File: config.mk
export PLATFORM = sky130hd
export DESIGN_NAME = count_tick_gen
export DESIGN_NICKNAME = d
export VERILOG_FILES = /design/src/rtl/count_tick_pkg.sv /design/src/rtl/btn_debounce.sv /design/src/rtl/count_tick_gen.sv
export SDC_FILE = /design/constraint.sdc
export NUM_CORES = 1
export LEC_CHECK = 0
export ABC_CLOCK_PERIOD_IN_PS = 3300
export CELL_PAD_IN_SITES_DETAIL_PLACEMENT = 1
export CELL_PAD_IN_SITES_GLOBAL_PLACEMENT = 2
export CORE_ASPECT_RATIO = 0.6
export CORE_MARGIN = 5
export CORE_UTILIZATION = 41
export DETAILED_ROUTE_END_ITERATION = 16
export PLACE_DENSITY_LB_ADDON = 0.1
export SLEW_MARGIN = 20
export SYNTH_ARGS = -nofsm -noshare
export SYNTH_HDL_FRONTEND = slang
export SYNTH_SLANG_ARGS = --single-unit
File: constraint.sdc
create_clock -name clk -period 3.3 [get_ports clk]
set_input_delay 0.33 -clock clk [delete_from_list [all_inputs] [get_ports clk]]
set_output_delay 0.33 -clock clk [all_outputs]
set_load 0.01 [all_outputs]
File: src/rtl/count_tick_pkg.sv
// Shared state encoding and default timing constants for the LED count tick generator.
package count_tick_pkg;

    typedef enum logic {
        ST_PAUSED  = 1'b0,
        ST_RUNNING = 1'b1
    } state_e;

    localparam int DIV_DEFAULT        = 50_000_000;
    localparam int DEB_CYCLES_DEFAULT = 1_000_000;

endpackage

File: src/rtl/btn_debounce.sv
// Raw push-button to single press pulse: 2-FF synchronizer, stable-level debouncer,
// and a rising-edge detector on the debounced level.
module btn_debounce #(
    parameter int DEB_CYCLES = 1_000_000
) (
    input  logic clk,
    input  logic rst,
    input  logic btn_raw,
    output logic press
);

    localparam int CW = $clog2(DEB_CYCLES + 1);
    localparam logic [CW-1:0] CNT_MAX = CW'(DEB_CYCLES);

    logic          sync1_q;
    logic          sync2_q;
    logic          level_q;
    logic          level_d;
    logic          press_q;
    logic          press_d;
    logic [CW-1:0] cnt_q;
    logic [CW-1:0] cnt_d;

    // Any cycle where the synchronized input agrees with the accepted level restarts the count,
    // so only an unbroken run of disagreement can flip the level.
    always_comb begin
        level_d = level_q;
        cnt_d   = '0;
        if (sync2_q != level_q) begin
            if (cnt_q == CNT_MAX) begin
                level_d = ~level_q;
            end else begin
                cnt_d = cnt_q + 1'b1;
            end
        end
        press_d = level_d & ~level_q;
    end

    always_ff @(posedge clk) begin
        if (rst) begin
            sync1_q <= 1'b0;
            sync2_q <= 1'b0;
            level_q <= 1'b0;
            cnt_q   <= '0;
            press_q <= 1'b0;
        end else begin
            sync1_q <= btn_raw;
            sync2_q <= sync1_q;
            level_q <= level_d;
            cnt_q   <= cnt_d;
            press_q <= press_d;
        end
    end

    assign press = press_q;

endmodule

File: src/rtl/count_tick_gen.sv
// Run/step controller and prescaler producing the count-enable tick for the LED counter.
module count_tick_gen
    import count_tick_pkg::*;
#(
    parameter int DIV        = DIV_DEFAULT,
    parameter int DEB_CYCLES = DEB_CYCLES_DEFAULT
) (
    input  logic clk,
    input  logic rst,
    input  logic btn_run,
    input  logic btn_step,
    output logic tick,
    output logic running
);

    localparam int PW = $clog2(DIV);
    localparam logic [PW-1:0] PRESC_MAX = PW'(DIV - 1);

    logic          runPress;
    logic          stepPress;
    state_e        state_q;
    logic [PW-1:0] presc_q;
    logic          tick_q;
    logic          running_q;

    btn_debounce #(.DEB_CYCLES(DEB_CYCLES)) u_run_deb (
        .clk     (clk),
        .rst     (rst),
        .btn_raw (btn_run),
        .press   (runPress)
    );

    btn_debounce #(.DEB_CYCLES(DEB_CYCLES)) u_step_deb (
        .clk     (clk),
        .rst     (rst),
        .btn_raw (btn_step),
        .press   (stepPress)
    );

    // A run press always takes priority: it swallows a coincident step press and
    // cancels a tick that the prescaler wrap would otherwise have produced.
    always_ff @(posedge clk) begin
        if (rst) begin
            state_q   <= ST_PAUSED;
            presc_q   <= '0;
            tick_q    <= 1'b0;
            running_q <= 1'b0;
        end else begin
            tick_q  <= 1'b0;
            presc_q <= '0;
            case (state_q)
                ST_PAUSED: begin
                    if (runPress) begin
                        state_q   <= ST_RUNNING;
                        running_q <= 1'b1;
                    end else if (stepPress) begin
                        tick_q <= 1'b1;
                    end
                end
                ST_RUNNING: begin
                    if (runPress) begin
                        state_q   <= ST_PAUSED;
                        running_q <= 1'b0;
                    end else begin
                        tick_q  <= (presc_q == PRESC_MAX);
                        presc_q <= (presc_q == PRESC_MAX) ? '0 : presc_q + 1'b1;
                    end
                end
                default: begin
                    state_q   <= ST_PAUSED;
                    running_q <= 1'b0;
                end
            endcase
        end
    end

    assign tick    = tick_q;
    assign running = running_q;

endmodule

## Yosys cells after proc, flatten, opt, wreduce, memory -nomap -nowiden

Index checks and enable logic that the tools add are counted.

| cells by class | value |
|---|---|
| $add $sub $neg | 3 |
| multipliers | 0 |
| divide/modulo/power cells | 0 |
| $lt $le $gt $ge | 0 |
| equal/unequal tests | 7 |
| shift operators | 0 |
| mux-type cells | 14 |
| bitwise gates (word level) | 7 |
| reduce and logical (&&, ||, !) cells | 4 |

Operators with widths:

| operator | number |
|---|---|
| adder 20 x 1 -> 20 bit, second input constant | 2 |
| equality test 20 bit, second input constant | 2 |
| adder 26 x 1 -> 26 bit, second input constant | 1 |
| equality test 26 bit, second input constant | 1 |
| 2-to-1 mux 1 bit | 11 |
| one-hot mux 1 bit (2 select lines) | 3 |
| OR reduction 3 bit | 2 |
| inverter 1 bit | 5 |
| != test 2 x 1 -> 1 bit, second input constant | 2 |
| OR reduction 4 bit | 1 |
| bitwise AND 1 bit | 2 |
| != test 1 bit | 2 |
| AND reduction 2 bit | 1 |

| word-level totals | value |
|---|---|
| flip-flop bits (word level) | 77 |
| latch bits | 0 |
| memory bits (writable) | 0 |
| memory bits (read-only) | 0 |
| input port bits | 4 |
| output and inout bits | 2 |
| memories | 0 |

## Depth between registers and ports, before layout

Gate-level depths: netlist of the first run.

| logic depth | value |
|---|---|
| depth in word-level cells | 4 |
| gate-level depth with buffers | 7 |

## By module

Synthesis of the first run repeated with hierarchy kept, for this count alone.

| unflattened totals | value |
|---|---|
| cells, all modules | 397 |
| area total of the unflattened synthesis | 3563.4 um2 |

Modules (own cells, without submodules):

| module | instances | cells an instance | area each (um2) | sequential area each (um2) |
|---|---|---|---|---|
| btn_debounce | 2 | 123 | 1112.3 | 480.5 |
| count_tick_gen | 1 | 151 | 1338.8 | 580.6 |

## Worst setup path before layout of the first run

No wires, ideal clock.

| path | value |
|---|---|
| path kind | reg-to-reg |
| from | reg presc_q[0] |
| to | reg presc_q[2] |
| library setup time | 0.117 ns |
| data arrival time | 1.682 ns |
| data required time | 3.183 ns |
| slack | 1.500 ns |
| cell stages (with the launch flop) | 8 |
| buffers on the path | 2 |
| period minus slack after synthesis | 1.800 ns |
| path through | dfxtp_1 -> ha_1 -> and3_1 -> buf_2 -> nand2_1 -> o31ai_2 -> buf_2 -> nor2_1 |

| between the ends | value |
|---|---|
| cells in the longest elaborated chain, start to end | 2 |
| elaborated cells between the ends (all ways) | 3 |

Ends and longest elaborated chain:

| item | RTL line | RTL |
|---|---|---|
| start, declared | count_tick_gen.sv:22 | `logic [PW-1:0] presc_q;` |
| start signal, assigned | count_tick_gen.sv:66 | `presc_q <= (presc_q == PRESC_MAX) ? '0 : presc_q + 1'b1;` |
| branches (longest 2 deep; another with adder 26 x 1 -> 26 bit) | - |  |

Several ways; the timed one is not identified.
A chain may end at the register's enable or synchronous reset.

## Worst setup path in the final report of the first run

| path | value |
|---|---|
| from | reg u_step_deb.cnt_q[0] |
| to | reg u_step_deb.cnt_q[18] |

| between the ends | value |
|---|---|
| cells in the longest elaborated chain, start to end | 2 |
| elaborated cells between the ends (all ways) | 3 |

Ends and longest elaborated chain:

| item | RTL line | RTL |
|---|---|---|
| start, declared | btn_debounce.sv:21 | `logic [CW-1:0] cnt_q;` |
| start signal, assigned | btn_debounce.sv:50 | `cnt_q <= cnt_d;` |
| branches (longest 2 deep; another with adder 20 x 1 -> 20 bit) | - |  |

Several ways; the timed one is not identified.

==> qor.txt, run 1 <==
WL final - 8010 µm
synthesis warning total - 0
relative contribution of sequential cells to total power - 0.468
die boundary height - 81.0 µm
required arrival time at the worst endpoint - 3.56 ns
reg2reg end - u_step_deb.cnt_q[18]
Hold Crit Endpoint - u_run_deb.sync2_q
count of H-tree levels built during CTS - 3
total area of multi-input combinational cells - 1790 µm²
worst relative slew slack - 0.442
Arr. time, crit path - 2.34 ns
DRC violations left - 0
CTS max path bufs - 2
die area - 10400 µm²
pwr/cell area - 511 nW/µm²
number of standard cells in the layout, taps in and fillers out - 515
post-route fraction of the period consumed by the critical path - 0.630
CP max stage cell - or4_1
cell area after technology mapping - 3440 µm²
Peak VDD IR - 0.000255 V
mean area per synthesized cell - 8.65 µm²
combinational share of power - 0.009
path category of the worst min-delay check - flop to flop
DRT antenna net count - 0
sequential cell area in the final layout - 1540 µm²
element type at the critical path start - flop
gpl congestion - 0.758
library cell occupying the most area in the post-synthesis netlist - dfxtp_1
Final Skew - 0.00623 ns
startpoint of the most critical setup path - u_step_deb.cnt_q[0]
IO Count - 6
clock share of power - 0.523
Cell Count Post-Placement - 500
critical path's largest stage delay - 0.62 ns
instance area after placement - 3590 µm²
Final #Nets - 414
asr flop ratio synth - 0
final core utilization - 0.486
Wirelength per Cell - 15.6 µm
number of rows created at floorplan - 25
First-pass DRT Iterations - 4
width of the die - 128 µm
Crit Path Category - flop to flop
largest net degree at the start of global routing - 27
Setup Buffers After CTS - 0
FMAX - 0.481 GHz
distinct cell type count of the synthesized netlist - 30
top post-synthesis cells by count - 77 x dfxtp_1, 53 x nor2_1, 26 x nand3_1
register-to-register path setup slack - 1.22 ns
crit-path cells - ha_1 -> nand3_1 -> or4_1 -> or3_1 -> a21oi_1
number of global-route vias before repair - 2787
iteration-0 DRC count of the detailed router - 159
clock edge transition at the registers on the reported setup and hold paths - 0.06 ns
total global routing track utilization - 0.170
HP Start - u_run_deb.sync1_q
total vias in the final route - 2813
starting utilization of the core area - 0.428
P_leak - 1.16 nW
Largest register FFs - 26
TritonCTS clock tree - built
fill cell total of the finished layout - 947
proportion of layout cells with a drive suffix above 1 - 0.0516
largest fanout on the critical path - 7
Post-CTS Hold Fix Bufs - 0
number of stages on the worst hold path - 1
estimated wirelength of the detail-placed design - 5720 µm
DR vias/cell - 5.46
fraction of synthesized cell area taken by the top area cell type - 0.448
overall overflow remaining after global route - 0
cells resized by post-CTS repair - 0
switching power - 0.000379 W
Synth area leaders - dfxtp_1 45%, nor2_1 5.8%, xor2_1 5.3%
RSZ-0062 raised after global routing - no
total of buffers placed on input and output ports - 5
number of inserted diodes - 0
TritonCTS Buffers - 9
number of violations of the max-capacitance limit - 0
Post-Syn Nets - 409
wire length of the first global-routing pass - 13800 µm
Skew-Pair Late Insertion Delay - 0.33 ns
final setup violation count - 0
final critical-path required period - 2.08 ns
switching share of total power - 0.190
internal power contribution - 0.00162 W
endpoints failing hold - 0
Worst setup EP type - flop
setup TNS - 0 ns
sequential-to-total area share from yosys stat - 0.448
core area - 8040 µm²
Power, Total - 0.00200 W
total clock sinks - 77
Largest Register - presc_q
largest registers - presc_q: 26 flops, u_run_deb.cnt_q: 20 flops, u_step_deb.cnt_q: 20 flops
number of standard cells after synthesis - 398
most common cell in the netlist - dfxtp_1
number of enable-type register cells in the synthesized netlist - 0
post-layout instance area - 3910 µm²
count of cells along the worst register-to-register path - 5
Synth Flop Type - dfxtp_1
Max Slew Vio Count - 0
flop and latch count out of synthesis - 77
actual slew at the worst max-slew pin - 0.837 ns
Clk Tree Root Cell - clkbuf_16
startpoint of the most critical register-to-register path - u_step_deb.cnt_q[0]
initial antenna violation count - 0
status - completed
Area growth syn-to-layout - 13.5%
==> final cells by class <==
| type | instances | share of cell area |
|---|---|---|
| multi-input combinational | 293 | 0.458 |
| sequential | 77 | 0.395 |
| clock buffer | 11 | 0.0621 |
| tap | 108 | 0.0346 |
| clock inverter | 4 | 0.0186 |
| timing repair buffer | 8 | 0.0186 |
| inverter | 14 | 0.0135 |
==> logic make-up (layout without fill, tap and decap cells) <==
logic type	count (synthesis)	after routing	synth area share
AO/OA/AOI/OAI	51	51	0.0832
flip-flops	77	77	0.448
buffers and inverters	28	37	0.0323
adder cells (fa/ha/maj)	7	7	0.0254
AND/OR/NAND/NOR	194	194	0.307
XOR/XNOR	41	41	0.104
==> power by group through the flow <==
stage / Combinational (W) / Sequential (W) / Clock [W]
final: 0.0000170 / 0.000935 / 0.00104
after CTS: 0.0000174 / 0.000935 / 0.00108
after floorplan: 0.00000907 / 0.000954 / 0
after global routing: 0.0000193 / 0.000935 / 0.00111
after global placement: 0.0000167 / 0.000955 / 0
after detailed placement: 0.0000171 / 0.000955 / 0
==> worst max-delay path, delay by kind of cell, from the launching register on <==
kind / cells / cell delay, ns
compound gates: 1 / 0.14
fa+ha+maj: 1 / 0.22
flops: 1 / 0.40
simple gates: 3 / 1.25
==> per-layer routing <==
metal	up-vias	routed length [µm]	track usage
met3	10	258	0.0473
li1	1423	-	-
met4	0	129	0.0636
met2	29	3160	0.244
met5	-	0	0
met1	1351	4460	0.241
==> worst max-delay path by stage <==
stage          slack (ns)  depth (start not counted)                   end
6_report             1.22                          5  u_step_deb.cnt_q[18]
5_1_grt              1.01                          5    u_run_deb.cnt_q[4]
4_1_cts              1.19                          5    u_run_deb.cnt_q[4]
3_5_place_dp         1.25                          5  u_step_deb.cnt_q[18]
3_3_place_gp         1.31                          5    u_run_deb.cnt_q[9]
2_1_floorplan        1.50                          7            presc_q[2]
==> per-stage QoR <==
step / hold WS, ns / setup WS, ns
after floorplan: 0.414 / 1.50
after global placement: 0.436 / 1.31
after detailed placement: 0.438 / 1.25
after CTS: 0.452 / 1.19
after global routing: 0.482 / 1.01
final: 0.447 / 1.22
==> cells in the final DEF, fill, tap and decap left out, types with 2 or more instances in the layout <==
| master | synthesis | final |
|---|---|---|
| nand2_1 | 22 | 22 |
| nand4_1 | 18 | 18 |
| a21oi_1 | 23 | 23 |
| nor4b_1 | 7 | 7 |
| or4_1 | 10 | 10 |
| o21ai_0 | 18 | 17 |
| nor2_1 | 53 | 53 |
| xnor2_1 | 20 | 20 |
| dfxtp_1 | 77 | 77 |
| nor4_1 | 5 | 5 |
| xor2_1 | 21 | 21 |
| and4_1 | 7 | 7 |
| clkbuf_16 | 0 | 9 |
| o31ai_1 | 6 | 6 |
| clkdlybuf4s50_1 | 0 | 5 |
| inv_1 | 14 | 14 |
| a211oi_1 | 2 | 2 |
| nor3_1 | 6 | 6 |
| nor4bb_1 | 2 | 2 |
| nand3_1 | 26 | 26 |
| and2_1 | 2 | 2 |
| and3_1 | 9 | 9 |
| buf_4 | 0 | 3 |
| ha_1 | 7 | 7 |
| bufinv_16 | 0 | 2 |
| or3_1 | 19 | 19 |
| nor2b_1 | 5 | 5 |
(Power assumes the default switching activity.)
==> inputs of run 2 (changes only) <==
--- a/config.mk
+++ b/config.mk
@@ -5,12 +5,12 @@
 export SDC_FILE = /design/constraint.sdc
 export NUM_CORES = 1
 export LEC_CHECK = 0
-export ABC_CLOCK_PERIOD_IN_PS = 3300
+export ABC_CLOCK_PERIOD_IN_PS = 1820
 export CELL_PAD_IN_SITES_DETAIL_PLACEMENT = 1
 export CELL_PAD_IN_SITES_GLOBAL_PLACEMENT = 2
 export CORE_ASPECT_RATIO = 0.6
 export CORE_MARGIN = 5
-export CORE_UTILIZATION = 41
+export CORE_UTILIZATION = 35
 export DETAILED_ROUTE_END_ITERATION = 16
 export PLACE_DENSITY_LB_ADDON = 0.1
 export SLEW_MARGIN = 20
==> constraint.sdc (replaced) <==
create_clock -name clk -period 1.82 [get_ports clk]
set_input_delay 0.182 -clock clk [delete_from_list [all_inputs] [get_ports clk]]
set_output_delay 0.182 -clock clk [all_outputs]
set_load 0.01 [all_outputs]
==> run 2 against run 1 <==
Core utilization shrank 5.0 points. Non-clock buffer count increased by 31. First-iteration DRC count shrank 53%. Maximum frequency rose by 21%. Sequential cell count stayed put. Critical endpoint unchanged. Highest routed layer unchanged.
==> qor.txt, run 2 (synthesis results as in run 1) <==
DRT antenna net count - 0 (unchanged)
actual slew at the worst max-slew pin - 0.364 ns (-0.473 ns)
post-route fraction of the period consumed by the critical path - 0.944 (+0.314)
switching power - 0.000721 W (+90%)
Peak VDD IR - 0.000462 V (+81%)
required arrival time at the worst endpoint - 2.08 ns (-1.48 ns)
endpoints failing hold - 0 (unchanged)
total of buffers placed on input and output ports - 5 (unchanged)
worst relative slew slack - 0.754 (+0.312)
Final Skew - 0.00556 ns (-0.000672 ns)
combinational share of power - 0.010 (about the same)
element type at the critical path start - flop
estimated wirelength of the detail-placed design - 6090 µm (+6.5%)
core area - 9740 µm² (+21%)
DR vias/cell - 5.03 (-7.9%)
switching share of total power - 0.199 (+0.00901)
gpl congestion - 0.727 (-4.1%)
RSZ-0062 raised after global routing - yes
WL final - 8310 µm (+3.8%)
clock edge transition at the registers on the reported setup and hold paths - 0.06 ns (about the same)
starting utilization of the core area - 0.353 (-0.0748)
Power, Total - 0.00362 W (+81%)
number of inserted diodes - 0 (unchanged)
proportion of layout cells with a drive suffix above 1 - 0.166 (+0.115)
Max Slew Vio Count - 0 (unchanged)
number of stages on the worst hold path - 2 (+1)
FMAX - 0.582 GHz (+21%)
largest net degree at the start of global routing - 20 (-26%)
Clk Tree Root Cell - clkbuf_16
Skew-Pair Late Insertion Delay - 0.33 ns (about the same)
most common cell after layout, fill and taps aside - dfxtp_1
critical path's largest stage delay - 0.51 ns (-0.11 ns)
total vias in the final route - 2887 (+2.6%)
largest fanout on the critical path - 5 (-2)
P_leak - 1.33 nW (+14%)
Arr. time, crit path - 1.98 ns (-0.36 ns)
Worst setup EP type - flop
number of rows created at floorplan - 28 (+12%)
TritonCTS Buffers - 9 (unchanged)
path category of the worst min-delay check - primary input to flop
wire length of the first global-routing pass - 14300 µm (+3.8%)
internal power contribution - 0.00290 W (+79%)
IO Count - 6 (unchanged)
Largest Register - presc_q
number of global-route vias before repair - 2868 (+2.9%)
DRC violations left - 0 (unchanged)
clock share of power - 0.522 (about the same)
count of cells along the worst register-to-register path - 5 (unchanged)
CTS max path bufs - 2 (unchanged)
Final #Nets - 445 (+7.5%)
status - completed
Post-CTS Hold Fix Bufs - 0 (unchanged)
die area - 12000 µm² (+15%)
Area growth syn-to-layout - 23.4%
total global routing track utilization - 0.148 (-0.0214)
count of H-tree levels built during CTS - 3 (unchanged)
CP max stage cell - or4_4
final core utilization - 0.436 (-0.0499)
Crit Path Category - flop to flop
width of the die - 138 µm (+7.6%)
number of violations of the max-capacitance limit - 0 (unchanged)
total clock sinks - 77 (unchanged)
Wirelength per Cell - 14.5 µm (-6.9%)
relative contribution of sequential cells to total power - 0.468 (about the same)
First-pass DRT Iterations - 4 (unchanged)
iteration-0 DRC count of the detailed router - 75 (-53%)
overall overflow remaining after global route - 0 (unchanged)
final setup violation count - 0 (unchanged)
TritonCTS clock tree - built
final critical-path required period - 1.72 ns (-0.361 ns)
die boundary height - 86.8 µm (+7.2%)
most frequent cells in the layout - 68 x dfxtp_1, 53 x nor2_1, 33 x buf_4
Largest register FFs - 26 (unchanged)
crit-path cells - ha_2 -> nand3_1 -> or4_4 -> or3_1 -> a21oi_1
worst hold slack - 0.410 ns (-0.0364 ns)
initial antenna violation count - 0 (unchanged)
largest registers - presc_q: 26 flops, u_run_deb.cnt_q: 20 flops, u_step_deb.cnt_q: 20 flops
pwr/cell area - 853 nW/µm² (+67%)
## run 2: changes by cell type in the layout (fill, tap and decap cells not counted), moves of 3 or more
cell and delta:
dfxtp_1 -9, or4_4 +3, or4_1 -3, buf_4 +30, dfxtp_2 +9
## run 2: cell type report
cell class                 count  area [µm²]
fill                        1144        5490
sequential                    77        1550
tap                          135         169
timing repair buffer          39         318
multi-input combinational    293        1840
inverter                      14        52.6
clock buffer                   9         225
clock inverter                 7        90.1
## run 2: final timing paths
kind	endpoint	from	slack [ns]
max reg2reg	u_step_deb.cnt_q[18]	u_step_deb.cnt_q[0]	0.10
min reg2reg	tick	u_step_deb.press	0.45
min	u_run_deb.sync1_q	btn_run	0.41
max	u_step_deb.cnt_q[18]	u_step_deb.cnt_q[0]	0.10
## run 2: metal layers
metal / up-vias / track usage / share of wire / wire length (µm)
met4: 0 / 0.0404 / 0.0087 / 72
met5: - / 0 / 0 / 0
met1: 1365 / 0.217 / 0.56 / 4680
met3: 8 / 0.0458 / 0.032 / 266
li1: 1490 / - / - / -
met2: 24 / 0.209 / 0.40 / 3290
## run 2: worst max-delay path: cells and delay by family (launching register included)
family,cells,cell delay (ns)
adder cells (fa/ha/maj),1,0.20
AND/OR/NAND/NOR,3,0.94
flip-flops,1,0.36
AO/OA/AOI/OAI,1,0.15
## run 2: through the flow
stage                     instances  worst slack (ns)  instance area (µm²)  setup TNS [ns]
final                           574             0.102                 4250               0
after global routing            574           -0.0359                 4250         -0.0759
after CTS                       572           0.00501                 4170               0
after detailed placement        556            0.0146                 3850               0
after global placement          556            0.0728                 3850               0
after floorplan                 398            0.0204                 3440               0
## run 2: power by group through the flow
stage | sequential (W) | combinational (W) | clock [W]
floorplan | 0.00173 | 0.0000164 | 0
global placement | 0.00173 | 0.0000377 | 0
detailed placement | 0.00173 | 0.0000381 | 0
CTS | 0.00169 | 0.0000387 | 0.00195
global route | 0.00169 | 0.0000426 | 0.00203
finish | 0.00169 | 0.0000376 | 0.00189
## run 2: timing repair
item,in CTS,in global routing
setup buffers,0,2
setup endpoints to repair,0,33
endpoints found under the hold margin,0,0
resized for setup,0,20
